File: src/rtl/reg_bank_if.sv
// Register bank access bus: one write port, two latched read ports, clear control.
// Latency: n/a (signal bundle only).
// Backpressure: none; busy tells the master that writes and reads are being swallowed.
interface reg_bank_if #(
  parameter int WIDTH = 32,
  parameter int AW    = 5
) ();
  logic               clr;
  logic               we;
  logic [AW-1:0]      wa;
  logic [WIDTH-1:0]   wd;
  logic [WIDTH/8-1:0] wbe;
  logic               re;
  logic [AW-1:0]      ra1;
  logic [AW-1:0]      ra2;
  logic [WIDTH-1:0]   rd1;
  logic [WIDTH-1:0]   rd2;
  logic               busy;

  modport master (
    output clr, we, wa, wd, wbe, re, ra1, ra2,
    input  rd1, rd2, busy
  );

  modport slave (
    input  clr, we, wa, wd, wbe, re, ra1, ra2,
    output rd1, rd2, busy
  );
endinterface

File: src/rtl/reg_bank.sv
// Multi-entry register file: byte-enabled single write, two registered read latches, clear-all sweep.
// Latency: write 1 edge (0 with BYPASS into the read latches); read 1 edge; clear DEPTH edges.
// Backpressure: none; while busy, writes are dropped and read latches load zero.
module reg_bank #(
  parameter int WIDTH    = 32,
  parameter int DEPTH    = 32,
  parameter int AW       = 5,
  parameter int ZERO_REG = 1,
  parameter int BYPASS   = 1
) (
  input logic         clk,
  input logic         rst,
  reg_bank_if.slave   bus
);
  localparam int NB = WIDTH / 8;

  typedef enum logic {
    IDLE  = 1'b0,
    CLEAR = 1'b1
  } state_t;

  state_t           state, state_nxt;
  logic [AW-1:0]    idx, idx_nxt;
  logic [WIDTH-1:0] mem [DEPTH];
  logic [WIDTH-1:0] rd1_q, rd2_q;
  logic [WIDTH-1:0] be_mask;
  logic [WIDTH-1:0] wr_merge;
  logic [WIDTH-1:0] val1, val2;
  logic             busy_w;
  logic             wr_ok;

  // The sweep owns the array for its whole duration, including the edge clr is sampled on.
  assign busy_w = (state == CLEAR);
  assign wr_ok  = bus.we && !busy_w && !bus.clr &&
                  !((ZERO_REG != 0) && (bus.wa == '0));

  // Expand byte enables into a bit mask for merging.
  always_comb begin
    be_mask = '0;
    for (int i = 0; i < NB; i++) begin
      be_mask[8*i +: 8] = {8{bus.wbe[i]}};
    end
  end

  // Post-write image of the addressed entry, used for same-edge forwarding.
  assign wr_merge = (mem[bus.wa] & ~be_mask) | (bus.wd & be_mask);

  // Port 1 read value: hardwired zero, forwarded write, or stored data.
  always_comb begin
    val1 = mem[bus.ra1];
    if ((ZERO_REG != 0) && (bus.ra1 == '0)) begin
      val1 = '0;
    end else if ((BYPASS != 0) && wr_ok && (bus.wa == bus.ra1)) begin
      val1 = wr_merge;
    end
  end

  // Port 2 read value: same selection as port 1.
  always_comb begin
    val2 = mem[bus.ra2];
    if ((ZERO_REG != 0) && (bus.ra2 == '0)) begin
      val2 = '0;
    end else if ((BYPASS != 0) && wr_ok && (bus.wa == bus.ra2)) begin
      val2 = wr_merge;
    end
  end

  // Sweep FSM next-state: start on clr, walk every index once, then return to idle.
  always_comb begin
    state_nxt = state;
    idx_nxt   = idx;
    case (state)
      IDLE: begin
        if (bus.clr) begin
          state_nxt = CLEAR;
          idx_nxt   = '0;
        end
      end
      CLEAR: begin
        idx_nxt = idx + 1'b1;
        if (idx == AW'(DEPTH - 1)) begin
          state_nxt = IDLE;
        end
      end
      default: begin
        state_nxt = IDLE;
        idx_nxt   = '0;
      end
    endcase
  end

  // Sweep FSM state and index registers.
  always_ff @(posedge clk or posedge rst) begin
    if (rst) begin
      state <= IDLE;
      idx   <= '0;
    end else begin
      state <= state_nxt;
      idx   <= idx_nxt;
    end
  end

  // Storage: sweep zeroing takes priority, otherwise apply enabled bytes of an accepted write.
  always_ff @(posedge clk or posedge rst) begin
    if (rst) begin
      for (int i = 0; i < DEPTH; i++) begin
        mem[i] <= '0;
      end
    end else if (busy_w) begin
      mem[idx] <= '0;
    end else if (wr_ok) begin
      for (int i = 0; i < NB; i++) begin
        if (bus.wbe[i]) begin
          mem[bus.wa][8*i +: 8] <= bus.wd[8*i +: 8];
        end
      end
    end
  end

  // Operand latches: load on re, forced to zero while the sweep runs.
  always_ff @(posedge clk or posedge rst) begin
    if (rst) begin
      rd1_q <= '0;
      rd2_q <= '0;
    end else if (bus.re) begin
      rd1_q <= busy_w ? '0 : val1;
      rd2_q <= busy_w ? '0 : val2;
    end
  end

  assign bus.rd1  = rd1_q;
  assign bus.rd2  = rd2_q;
  assign bus.busy = busy_w;
endmodule
File: src/flat_wrapper.sv
// flat-port wrapper written by rule: the top's interface ports become plain ports
module reg_bank_flat 
#(
  parameter int WIDTH    = 32,
  parameter int DEPTH    = 32,
  parameter int AW       = 5,
  parameter int ZERO_REG = 1,
  parameter int BYPASS   = 1
)
  (clk, rst, bus_clr, bus_we, bus_wa, bus_wd, bus_wbe, bus_re, bus_ra1, bus_ra2, bus_rd1, bus_rd2, bus_busy);
  reg_bank_if #(.WIDTH(WIDTH), .AW(AW)) bus_i ();
  input logic clk;
  input logic rst;
  input wire logic [$bits(bus_i.clr)-1:0] bus_clr;
  input wire logic [$bits(bus_i.we)-1:0] bus_we;
  input wire logic [$bits(bus_i.wa)-1:0] bus_wa;
  input wire logic [$bits(bus_i.wd)-1:0] bus_wd;
  input wire logic [$bits(bus_i.wbe)-1:0] bus_wbe;
  input wire logic [$bits(bus_i.re)-1:0] bus_re;
  input wire logic [$bits(bus_i.ra1)-1:0] bus_ra1;
  input wire logic [$bits(bus_i.ra2)-1:0] bus_ra2;
  output wire logic [$bits(bus_i.rd1)-1:0] bus_rd1;
  output wire logic [$bits(bus_i.rd2)-1:0] bus_rd2;
  output wire logic [$bits(bus_i.busy)-1:0] bus_busy;
  assign bus_i.clr = bus_clr;
  assign bus_i.we = bus_we;
  assign bus_i.wa = bus_wa;
  assign bus_i.wd = bus_wd;
  assign bus_i.wbe = bus_wbe;
  assign bus_i.re = bus_re;
  assign bus_i.ra1 = bus_ra1;
  assign bus_i.ra2 = bus_ra2;
  assign bus_rd1 = bus_i.rd1;
  assign bus_rd2 = bus_i.rd2;
  assign bus_busy = bus_i.busy;
  reg_bank #(.WIDTH(WIDTH), .DEPTH(DEPTH), .AW(AW), .ZERO_REG(ZERO_REG), .BYPASS(BYPASS)) u_core (.clk(clk), .rst(rst), .bus(bus_i));
endmodule
File: config.mk
export PLATFORM = sky130hd
export DESIGN_NAME = reg_bank_flat
export DESIGN_NICKNAME = d
export VERILOG_FILES = /design/src/rtl/reg_bank_if.sv /design/src/rtl/reg_bank.sv /design/src/flat_wrapper.sv
export SDC_FILE = /design/constraint.sdc
export NUM_CORES = 2
export LEC_CHECK = 0
export CORE_ASPECT_RATIO = 0.75
export CORE_UTILIZATION = 41
export CTS_BUF_LIST = sky130_fd_sc_hd__clkbuf_8
export CTS_CLUSTER_DIAMETER = 60
export DETAILED_ROUTE_END_ITERATION = 12
export MAX_ROUTING_LAYER = met4
export SKIP_LAST_GASP = 1
export SLEW_MARGIN = 30
export SYNTH_ARGS = -nofsm -noshare
export SYNTH_HDL_FRONTEND = slang
export SYNTH_SLANG_ARGS = --single-unit
export TNS_END_PERCENT = 10
File: constraint.sdc
create_clock -name clk -period 49.2 [get_ports clk]
set_clock_uncertainty 0.1 [all_clocks]
set_input_delay 4.92 -clock clk [delete_from_list [all_inputs] [get_ports clk]]
set_output_delay 4.92 -clock clk [all_outputs]
set_load 0.02 [all_outputs]
=== After elaboration in Yosys (flattened, before gate mapping) ===
Index checks and enable logic that the tools add are counted.

* Bits in registers: 1094
* Latch bits: 0
* Memory bits (writable): 0
* Memory bits (read-only): 0
* Input bits: 56
* Output and inout bits: 65
* Word-level logic and storage cells: 118
* Memories: 0

* Add/sub/neg operators: 1
* Multipliers: 0
* Div/mod/pow operators: 0
* Order comparisons: 6
* Eq/ne operators: 4
* Shift operators: 0
* Multiplexer cells: 46
* Bitwise gates (word level): 11
* Reduce and logical (&&, ||, !) cells: 14

{| class="wikitable"
|+ Operators with widths
! operator !! number
|-
| 1024-bit 2-to-1 mux || 12
|-
| 1024-bit bitwise mux || 4
|-
| 1024-bit bitwise AND || 1
|-
| 1024-bit NOT || 1
|-
| 32-bit demux with 5-bit select || 5
|-
| 32-bit binary-select mux with 5-bit select || 3
|-
| 32-bit 2-to-1 mux || 14
|-
| 32-bit bitwise AND || 2
|-
| 32-bit NOT || 1
|-
| 32-bit OR || 1
|-
| 6-bit greater-or-equal comparator (second input constant) || 4
|-
| 24-bit 2-to-1 mux || 1
|-
| 5-bit NOT with 6-bit output || 4
|-
| 16-bit 2-to-1 mux || 1
|-
| 5-bit zero test || 3
|-
| 6-bit by 1-bit less-than comparator with 1-bit output (second input constant) || 2
|-
| 5-bit equality test || 2
|-
| 5-bit case mux with 2 select lines || 1
|-
| 8-bit 2-to-1 mux || 1
|-
| 1-bit logical AND || 7
|-
| 5-bit by 1-bit adder with 5-bit output (second input constant) || 1
|-
| 5-bit equality test (second input constant) || 1
|-
| 5-bit 2-to-1 mux || 1
|-
| 1-bit zero test || 3
|-
| other kinds (5) || 6
|}

=== Logic depth before layout (Yosys ltp) ===
* Word-level depth: 21
* Gate-level depth with buffers: 11
* Mapped depth without buffers: 7

=== Least setup slack after synthesis ===
OpenSTA, ideal clock, no wires.

* Path type: input to register
* Start: in bus_ra1[1]
* End: reg u_core.rd1_q[1], in the netlist u_core.bus.rd1[1]
* Library setup time: 0.120 ns
* Data arrival time: 6.674 ns
* Required time: 48.980 ns
* Setup slack: 42.306 ns
* Cell stages on the path: 7
* Path buffers: 3
* Cells stage by stage: buf_2 > buf_2 > clkbuf_1 > mux4_2 > a2111oi_0 > a21oi_1 > a31o_1

* Word-level cells in the longest chain between the ends: 7
* Elaborated cells on any way between the ends: 10
* Those cells by class: 1 x eq/ne; 6 x mux; 1 x bitwise; 2 x reduce/logical

{| class="wikitable"
|+ RTL lines
! what !! RTL line !! source
|-
| start, declared || flat_wrapper.sv:20 || <nowiki>input wire logic [$bits(bus_i.ra1)-1:0] bus_ra1;</nowiki>
|-
| 5-bit NOT with 6-bit output (implied by the code) || reg_bank.sv:50 || <nowiki>val1 = mem[bus.ra1];</nowiki>
|-
| 32-bit binary-select mux with 5-bit select || reg_bank.sv:50 ||
|-
| 32-bit 2-to-1 mux (implied by the code) (2 in a row) || reg_bank.sv:50 ||
|-
| 32-bit 2-to-1 mux || reg_bank.sv:53 || <nowiki>end else if ((BYPASS != 0) && wr_ok && (bus.wa == bus.ra1)) begin</nowiki>
|-
| 32-bit 2-to-1 mux (*) || reg_bank.sv:51 || <nowiki>if ((ZERO_REG != 0) && (bus.ra1 == '0)) begin</nowiki>
|-
| 32-bit 2-to-1 mux (*) || reg_bank.sv:126 || <nowiki>rd1_q <= busy_w ? '0 : val1;</nowiki>
|-
| end signal, assigned || reg_bank.sv:126 ||
|-
| end, declared || reg_bank.sv:25 || <nowiki>logic [WIDTH-1:0] rd1_q, rd2_q;</nowiki>
|}

Mark *: on every way between the ends. The rest lies on a longest branch, timed or not. The select of a mux whose other input is x is not followed.
A chain may end at the register's enable or synchronous reset.

==> run metrics <==
Post-synth EDFFs 0; LEAKAGE 0.0295 uW; cell at the root of the clock tree clkbuf_8; Final period util 18.1%; M3 GR Usage 21.7%; Peak VDD IR 0.0000323 V; post-CTS resize count 0; Setup Fix Bufs, Post-CTS 0; routed len/inst 39.2 um; Final min period 8910 ps; num rows 126; Clock transition at path regs 60 ps; TritonCTS buffer count 179; max_cap viols 0; global routing usage on met1 53.0%; Post-Syn Instances 6197; Synth Area in Simple Gates 10.9%; Top Usage Layer GRT met1; Critical Path Start rst; GRT Residual Overflow 0; Synth warnings 0; CTS tree yes; actual slew at the worst max-slew pin 1200 ps; Post-Synth Adder-Cell Area 0.0950%; Power Dens Cells 30.4 nW/um^2; DP Wirelength 223000 um; status finished with violations; DR vias/cell 7.11; GRT Util Overall 41.7%; DRC viols 18; Port Buf Inserts 120; post-layout util 46.0%; Critical Path Start Type primary input; setup TNS 0 ps; Synth Area in XOR/XNOR 0.160%; FF-to-FF Start u_core.bus.busy; leading cell types in the layout, fill and taps excluded 1267 x nand2_1, 1094 x dfrtp_1, 656 x o21ai_0, 639 x mux2i_1, 432 x mux4_2; Seq cells post-synth 1094; Die Area 162000 um^2; final instance area 72900 um^2; first-pass GRT wire length 461000 um; Die X 465 um; failing checks DRC; most common cell after layout, fill and taps aside nand2_1; R2R Setup Slk 44960 ps; Placed Area 68900 um^2; Hold Fails Final Rpt 0; Hold Slack 427 ps; compound-cell area share of the yosys netlist 17.3%; Seq/Total Area, Yosys 41.6%; Detailed Route Iter0 Violations 10600; met2 Usage GRT 53.0%; HP Start u_core.mem[27]; Skew-Pair Late Insertion Delay 990 ps; Routed WL 333000 um; top_reg_cell synth dfrtp_1; FMAX 0.112 GHz; CP max FO 96; Synth cell types 87; antenna violations before repair 29; WP data arrival 9850 ps; ANT nets after route 0; layout cells sized above 1 17.5%; Final GP Congestion 1.10; Initial Utilization 41.6%; Synth Cell Area 65900 um^2; # setup viols final 0; nets 6278; Critical Path RT 50140 ps; Pre-Repair DR Iteration Count 11; max_slew headroom 19.7%; DIE HEIGHT 349 um; min-delay worst type flip-flop to flip-flop; largest family of logic cells by synthesized area multiplexers; Power Total 2220 uW; Setup CP Type primary input to async pin; vias 60500; Post-Syn Area per Cell 10.6 um^2; largest net degree at the start of global routing 107; Setup crit end kind async pin; Num Clock Sinks 1094; syn_nets 6258; CTS Hold Bufs 0; mux share of post-synthesis cell area 26.1%; P&R area growth vs syn 10.7%; vias in the first global route 57400; core region area 158000 um^2; CTS HTree Levels 4; I/O pin cnt 121; setup repair after global routing missed its margin false; Pins Over Slew Limit 0; asr flop ratio synth 100%; clock tree buffer depth 3
==> final timing paths <==
path	end	depth (start not counted)
worst max-delay path	u_core.mem[849]	7
worst min-delay path	u_core.mem[27]	2
worst max register to register	u_core.mem[579]	9
worst min register to register	u_core.mem[27]	2
max in group clk	u_core.bus.rd1[12]	9
min in group asynchronous	u_core.mem[543]	2
==> synth_stat cells, types with 9 or more instances <==
library cell	count	share of area, %
a2111oi_0	52	0.69
a211oi_1	78	0.89
a21oi_1	19	0.14
a221o_1	21	0.32
a221oi_1	35	0.47
a22o_1	34	0.45
a22oi_1	78	0.89
a31o_1	35	0.47
and2_1	36	0.34
and4b_1	12	0.18
buf_1	16	0.091
buf_2	115	0.87
buf_4	72	0.82
buf_6	38	0.65
clkbuf_1	230	1.3
dfrtp_1	1094	42
mux2_2	84	1.4
mux2i_1	639	9.7
mux4_2	432	15
nand2_1	1283	7.3
nand2b_1	34	0.32
nand3_1	45	0.34
nand3b_1	11	0.13
nand4_1	9	0.085
nor2_1	140	0.80
nor2b_1	42	0.40
nor3_1	21	0.16
nor4_1	19	0.18
o211ai_1	44	0.50
o21ai_0	657	5.0
o21ai_1	193	1.5
o22ai_1	222	2.1
o2bb2ai_1	160	2.1
o31ai_1	26	0.30
o32ai_2	16	0.40
==> routing by layer <==
layer | vias to the layer above | part of all wire, %
met1 | 30700 | 38
met3 | 1066 | 17
met4 | 0 | 5.8
met2 | 5218 | 39
met5 | - | 0
li1 | 23600 | -
==> logic make-up (layout without fill, tap and decap cells) <==
logic type	count (synthesis)	count (layout)
and+or+nand+nor	1705	1705
adders and majority gates	5	5
xor gates and xnor gates	12	12
other	0	38
buffers and inverters	481	649
muxes	1163	1163
AOI/OAI and AO/OA	1737	1737
DFF	1094	1094
==> final cells by class <==
cell class,count,area [um^2]
inverter,9,41.3
clock inverter,97,617
tap,2112,2640
sequential,1094,27400
fill,14900,85500
antenna,38,95.1
timing repair buffer,311,2710
clock buffer,232,3190
multi-input combinational,4622,36200
==> report_power, final <==
part	total [uW]	leakage [uW]	internal, uW	switching, uW
sequential	949	0.0153	921	27.9
clock	878	0.00217	451	427
combinational	392	0.0121	97.6	294
total	2220	0.0295	1470	749
==> through the flow <==
stage | setup WS [ps] | instances
6_report | 40290 | 8515
5_1_grt | 39720 | 8507
4_1_cts | 40070 | 8474
3_5_place_dp | 39020 | 8145
3_3_place_gp | 39100 | 8142
2_1_floorplan | 13380 | 6197
==> flip-flops by register name (all words and copies together) (netlist names) <==
register         cells
u_core.mem        1024
u_core.bus.rd2      32
u_core.bus.busy      1
u_core.bus.rd1      32
u_core.idx           5
==> critical path, stage by stage <==
cell and delay, ps:
clkdlybuf4s50_1 490, inv_8 510, buf_4 780, buf_4 810, buf_4 760, buf_6 600, buf_4 650
No activity file was read; power rests on OpenSTA's default activity.
